===== config.mk =====
export PLATFORM = sky130hd
export DESIGN_NAME = regfile_write_arbiter
export DESIGN_NICKNAME = d
export VERILOG_FILES = /design/src/rtl/regfile_write_arbiter.sv
export SDC_FILE = /design/constraint.sdc
export NUM_CORES = 1
export LEC_CHECK = 0
export ABC_AREA = 1
export CORE_AREA = 2 2 112 114
export DETAILED_ROUTE_END_ITERATION = 7
export DIE_AREA = 0 0 114 116
export DONT_BUFFER_PORTS = 1
export REMOVE_ABC_BUFFERS = 1
export SLEW_MARGIN = 25
export SYNTH_ARGS = -nofsm -noshare
export SYNTH_HDL_FRONTEND = slang
export SYNTH_SLANG_ARGS = --single-unit

===== constraint.sdc =====
create_clock -name clk -period 3.91 [get_ports clk]
set_input_delay 1.173 -clock clk [delete_from_list [all_inputs] [get_ports clk]]
set_output_delay 1.173 -clock clk [all_outputs]
set_load 0.02 [all_outputs]

===== src/rtl/regfile_write_arbiter.sv =====
// Round-robin arbiter for the single regfile write port (decoder5_32 + data).
// Ports: clk, reset_n; req_valid/addr/data in, req_ready out; wr_stall in;
// wr_en/wr_addr/wr_data registered port drive; last_grant one-hot debug.
module regfile_write_arbiter #(
  parameter int NREQ = 3,
  parameter int DW   = 64,
  parameter int AW   = 5,
  parameter int ZREG = 31
) (
  input  logic             clk,
  input  logic             reset_n,
  input  logic [NREQ-1:0]  req_valid,
  input  logic [NREQ*AW-1:0] req_addr,
  input  logic [NREQ*DW-1:0] req_data,
  output logic [NREQ-1:0]  req_ready,
  input  logic             wr_stall,
  output logic             wr_en,
  output logic [AW-1:0]    wr_addr,
  output logic [DW-1:0]    wr_data,
  output logic [NREQ-1:0]  last_grant
);

  localparam int PW = (NREQ > 1) ? $clog2(NREQ) : 1;

  logic [PW-1:0]   ptr;
  logic [PW-1:0]   gidx;
  logic [NREQ-1:0] gnt;
  logic            found;
  logic            xfer;
  logic [AW-1:0]   sel_addr;
  logic [DW-1:0]   sel_data;
  int              j;

  // Search from ptr+1 with wrap; first valid requester wins.
  always_comb begin
    gnt   = '0;
    gidx  = ptr;
    found = 1'b0;
    j     = 0;
    for (int k = 0; k < NREQ; k++) begin
      j = int'(ptr) + 1 + k;
      if (j >= NREQ) j = j - NREQ;
      if (!found && req_valid[PW'(j)]) begin
        found        = 1'b1;
        gnt[PW'(j)]  = 1'b1;
        gidx         = PW'(j);
      end
    end
    if (!reset_n || wr_stall) gnt = '0;
  end

  assign req_ready = gnt;
  assign xfer      = |gnt;

  always_comb begin
    sel_addr = '0;
    sel_data = '0;
    for (int i = 0; i < NREQ; i++) begin
      if (gnt[i]) begin
        sel_addr = req_addr[i*AW +: AW];
        sel_data = req_data[i*DW +: DW];
      end
    end
  end

  // Zero-register writes still take the grant and move the pointer,
  // they just never raise the enable.
  always_ff @(posedge clk or negedge reset_n) begin
    if (!reset_n) begin
      wr_en      <= 1'b0;
      wr_addr    <= '0;
      wr_data    <= '0;
      last_grant <= '0;
      ptr        <= PW'(NREQ - 1);
    end else if (xfer) begin
      wr_en      <= (sel_addr != AW'(ZREG));
      wr_addr    <= sel_addr;
      wr_data    <= sel_data;
      last_grant <= gnt;
      ptr        <= gidx;
    end else begin
      wr_en      <= 1'b0;
    end
  end

endmodule


==> Word level (Yosys, flattened, before mapping) <==
Index checks and enable logic that the tools add are counted.
{ "word_totals": {"ff_bits": 75, "latchBits": 0, "mem_bits_rw": 0, "mem_bits_ro": 0, "mem_count": 0} }
{ "classes": {"add_sub_neg": 6, "multipliers": 0, "div_mod_pow": 0, "magnitude_cmp": 9, "n_eq_ne": 1, "shifts": 0, "muxes": 34, "n_bitwise": 2, "reduce_logical": 12} }
{ "op_table": {"columns": ["op", "count"], "rows": [
  ["$mux 64", 3],
  ["$mux 5", 3],
  ["$lt 2x4->1 const B", 3],
  ["$mux 1", 12],
  ["$mux 2", 6],
  ["$mux 3", 4],
  ["$ge 4x2->1 const B", 2],
  ["$bmux 1 s2", 3],
  ["$demux 1 s2", 3],
  ["$ge 2x1->1 const B", 3],
  ["$or 3x3->3", 2],
  ["$sub 2x2->2 const B", 3],
  ["$logic_and 1x1->1", 5],
  ["$ne 5x5->1 const B", 1],
  ["$add 3x1->4 const B", 1],
  ["$add 3x2->4 const B", 1],
  ["$add 2x1->3 const B", 1],
  ["$ge 3x2->1 const B", 1],
  ["$logic_not 1->1", 3],
  ["$reduce_bool 3->1", 1],
  ["$reduce_or 3->1", 1],
  ["$reduce_and 2->1", 1],
  ["$logic_or 1x1->1", 1]
]} }

==> Longest topological paths before layout <==
{ "depth": {"depth_word": 19, "ltp_mapped": 19, "mapped_depth_nobuf": 19} }

==> Least setup slack after synthesis <==
Ideal clock, no wire load.
{ "synth_path": {"path_kind": "in2out", "from": "input port req_valid[2]", "to": "output port req_ready[2]", "arrival_time_ps": 2395, "slack_ps": 342, "path_stages": 10, "path_buffers": 2, "cell_sequence": "nand2_1 > inv_2 > nand2_2 > nand2_2 > nor2_4 > nand3_1 > nand3_2 > buf_2 > clkbuf_1 > inv_1"} }
{ "synth_via": {"elab_chain_cells": 11, "word_cells_on_any_way": 21} }
{ "synth_rtl": {"columns": ["item", "line_no", "rtl"], "rows": [
  ["start, declared", "12", "input logic [NREQ-1:0] req_valid,"],
  ["$bmux 1 s2", "43", "if (!found && req_valid[PW'(j)]) begin"],
  ["$mux 1 (not written as such) (2 in series)", "43", null],
  ["$mux 1", "43", null],
  ["$logic_not 1->1", "43", null],
  ["$logic_and 1x1->1", "43", null],
  ["$mux 1", "43", null],
  ["$logic_not 1->1", "43", null],
  ["$logic_and 1x1->1", "43", null],
  ["$mux 3 *", "43", null],
  ["$mux 3 *", "49", "if (!reset_n || wr_stall) gnt = '0;"],
  ["end, declared", "15", "output logic [NREQ-1:0] req_ready,"]
]} }
Mark *: on every way between the ends. The rest lies on a longest branch, timed or not. The select of a mux whose other input is x is not followed.

==> Final worst setup path <==
{ "layout_path": {"from": "register ptr[0]", "to": "output port req_ready[2]"} }
{ "layout_via": {"elab_chain_cells": 14, "word_cells_on_any_way": 48} }
{ "layout_rtl": {"columns": ["item", "line_no", "rtl"], "rows": [
  ["start, declared", "25", "logic [PW-1:0] ptr;"],
  ["start signal, assigned", "74", "ptr <= PW'(NREQ - 1);"],
  ["start signal, assigned", "80", "ptr <= gidx;"],
  ["$add 2x1->3 *", "41", "j = int'(ptr) + 1 + k;"],
  ["parallel branches: the longest is 11 deep, another holds $add 3x1->4", null, null],
  ["$mux 3 *", "43", null],
  ["$mux 3 *", "49", null]
]} }
Every way passes the cells marked *. The select of a mux whose other input is x is not followed.

==> out/results.ini <==
[worst_setup_path]
cp_slowest_cell = dfrtp_1
crit_chain = inv_1, ha_2, inv_4, nand2_2, nand2_1, nor2_1, nor2_2, nand2_1, o21ai_1, nand3_4, inv_2
reg2reg_to = wr_data[47]
cp.arrival_ns = 2.51
critPathMaxStageDelay_ns = 0.42
reg2reg_depth = 17
worstSetupPathType = flip-flop to primary output
path_max_fanout = 7
rrSetupSlack_ns = 0.50
cp_common_cell = nand2_1
critPathBufInv = 3
crit_path_end_kind = primary output
worstSetupStartpointType = flip-flop
r2r_start = ptr[0]
critical-path-top-delay-family = simple AND/OR/NAND/NOR gates
required_ns = 2.74

[timing]
hold_viol_final = 0
setup_viol = 0
worst_slew_pin_slew_ns = 0.7191
setup_ws_ns = 0.2230
post-route-period-util_pct = 94.30
setup_tns_ns = 0
fin_skew_ns = 0.008168
timing.fmax_ghz = 0.2712
grt_setup_unrepaired = no
whs_ns = 0.5336
period_needed_ns = 3.687
relSlewSlack_pct = 52.06
slew_viol_final = 0

[clocking]
clock_latency_ns = 0.33
cts_hold_buf = 0
clock-sinks = 75
cts_buffers = 9
clk_path_buf_depth = 2
cts_tree = built
post_cts_buffers = 0
cts_root_buf = clkbuf_16
cts_resized = 0
clk_pin_slew_worst_paths_ns = 0.06
htreeDepth = 3

[logic_synthesis]
synth_cells = 628
synth_edf_count = 0
post-synth-top-count-cell = nand2_1
yosys_warnings = 0
synth_area_mm2 = 0.004407
synth_ff_type = dfrtp_1
ys_ff_latch = 75
synth_top_area_cell = dfrtp_1
synth.top_cell.area_share_pct = 42.02
synth.distinct_cells = 24
synth_area_per_cell_um2 = 7.017
synth-async-reset-ratio_pct = 100.0
synth_common_cells = 316 x nand2_1, 78 x nand3_1, 74 x dfrtp_1
ys_top_cells_by_area = dfrtp_1 42%, nand2_1 27%, nand3_1 8.9%, o21ai_1 5.9%, buf_6 3.6%
yosysSeqAreaShare_pct = 42.62

[floorplanning]
start_util_pct = 37.00
die-area_mm2 = 0.01322
rows = 40
die_x_um = 114
core_area_mm2 = 0.01191
die_y_um = 116
io_pins = 289

[drt]
route.vias.total = 4001
drtPass1Iterations = 4
drc = 0
detail_route.wl_per_cell_um = 15.69
drt_iter0_markers = 150
vias_per_cell = 5.264
routed_wl_um = 11920
drt.antenna.violating_nets = 0

[cells_and_area]
drive_gt1_share_pct = 7.830
layout.cells.non_filler = 760
synthToLayoutAreaGrowth_pct = 5.735
n_fill_cell = 1241
fin_nets = 828
insertedDiodeCount = 0

[pwr]
vdd_drop_max_mv = 0.4201
total_power_mw = 4.699
power_density_mw_per_mm2 = 1009
p_leak_nw = 2.489

[placed_design]
dp.cells = 745
io_buffers = 0
dp_hpwl_um = 8830
place.gp.congestion = 0.9311
preCtsSetupSlack_ns = 0.4861

[grt]
grt_pass1_vias = 3442
antenna_found_initial = 0
grt_max_degree = 87
grt_pass1_wl_um = 17220
grt_overflow = 0
track_usage_pct = 16.93

[flow_run]
maxCapViolCount = 0

[run_status]
status = complete, no violations

[hold_path]
hold_class = input pin to async pin

state kept, by name, summed over array words and instances, names as in the netlist:
register / cells
ptr: 2
wr_data: 64
wr_addr: 5
wr_en: 1
last_grant: 3
cells by family (layout without fill, tap and decap cells):
| kind of cell | Yosys count | in the layout | synth area share [%] |
|---|---|---|---|
| flops | 75 | 75 | 42.62 |
| fa+ha+maj | 6 | 6 | 1.704 |
| simple gates | 417 | 417 | 39.35 |
| compound gates | 73 | 73 | 8.348 |
| buf+inv | 57 | 42 | 7.979 |
layout make-up:
class	instances	area (um^2)	share of cell area [%]
sequential	75	1878	40.31
tap	147	183.9	3.947
timing repair buffer	6	57.56	1.235
clock inverter	5	30.03	0.6445
clock buffer	10	239.0	5.129
inverter	21	83.83	1.799
multi-input combinational	496	2187	46.94
worst register-to-register path: stages (launching register included):
cell	delay [ns]
dfrtp_1	0.42
inv_1	0.21
ha_2	0.37
inv_4	0.12
nand2_2	0.06
nand2_1	0.13
nor2_1	0.07
nor2_2	0.20
nand3_1	0.12
nand2_2	0.16
inv_2	0.07
nor2_4	0.20
buf_4	0.37
buf_4	0.43
nand2_1	0.11
nand3_1	0.09
o21ai_0	0.12
nand2_1	0.08
power breakdown:
part	leakage, nW	internal (mW)	switching (mW)
Combinational	1.44	0.672	1.32
Clock	0.130	0.439	0.306
Sequential	0.916	1.20	0.767
cells in the final DEF, fill, tap and decap left out:
master,netlist,final
nor2_2,1,1
o21ai_1,52,52
clkinv_2,0,3
nand2_1,316,316
nand2_2,6,6
o211ai_1,1,1
o21ai_0,18,18
nand4_1,1,1
nand3_1,78,78
clkbuf_8,0,1
nand3_2,3,2
nor2_4,3,3
ha_1,6,5
nand3_4,0,1
buf_12,0,1
ha_2,0,1
or2_0,1,1
clkinvlp_4,0,2
a21oi_1,2,2
inv_1,13,12
dfrtp_1,74,74
nor2_1,5,5
buf_4,4,5
inv_2,7,7
clkbuf_16,0,9
inv_4,1,2
or2_2,3,3
dfstp_2,1,1
through the flow:
stage                     util (%)  cell area (um^2)
after floorplan                  -              4136
after CTS                    39.08              4654
after detailed placement     36.82              4385
after global placement       36.82              4385
final                        39.12              4659
after global routing         39.12              4659
layer usage:
| metal | GRT usage (%) | part of all wire [%] | up-vias |
|---|---|---|---|
| li1 | - | - | 1968 |
| met1 | 18.58 | 38 | 1794 |
| met2 | 30.16 | 51 | 215 |
| met3 | 5.126 | 8.9 | 24 |
| met4 | 7.805 | 2.2 | 0 |
| met5 | 0 | 0 | - |
how the worst max path moves through the flow:
stage,slack (ns),cells past startpoint,to,startpoint
after CTS,0.08,11,req_ready[2],ptr[1]
after global routing,0.06,11,req_ready[2],ptr[0]
after global placement,0.49,17,wr_data[50],ptr[1]
final,0.22,11,req_ready[2],ptr[0]
after floorplan,-0.95,9,req_ready[2],req_valid[2]
after detailed placement,0.49,17,wr_data[47],ptr[1]
Note: power is estimated with default switching activity, not from simulation.
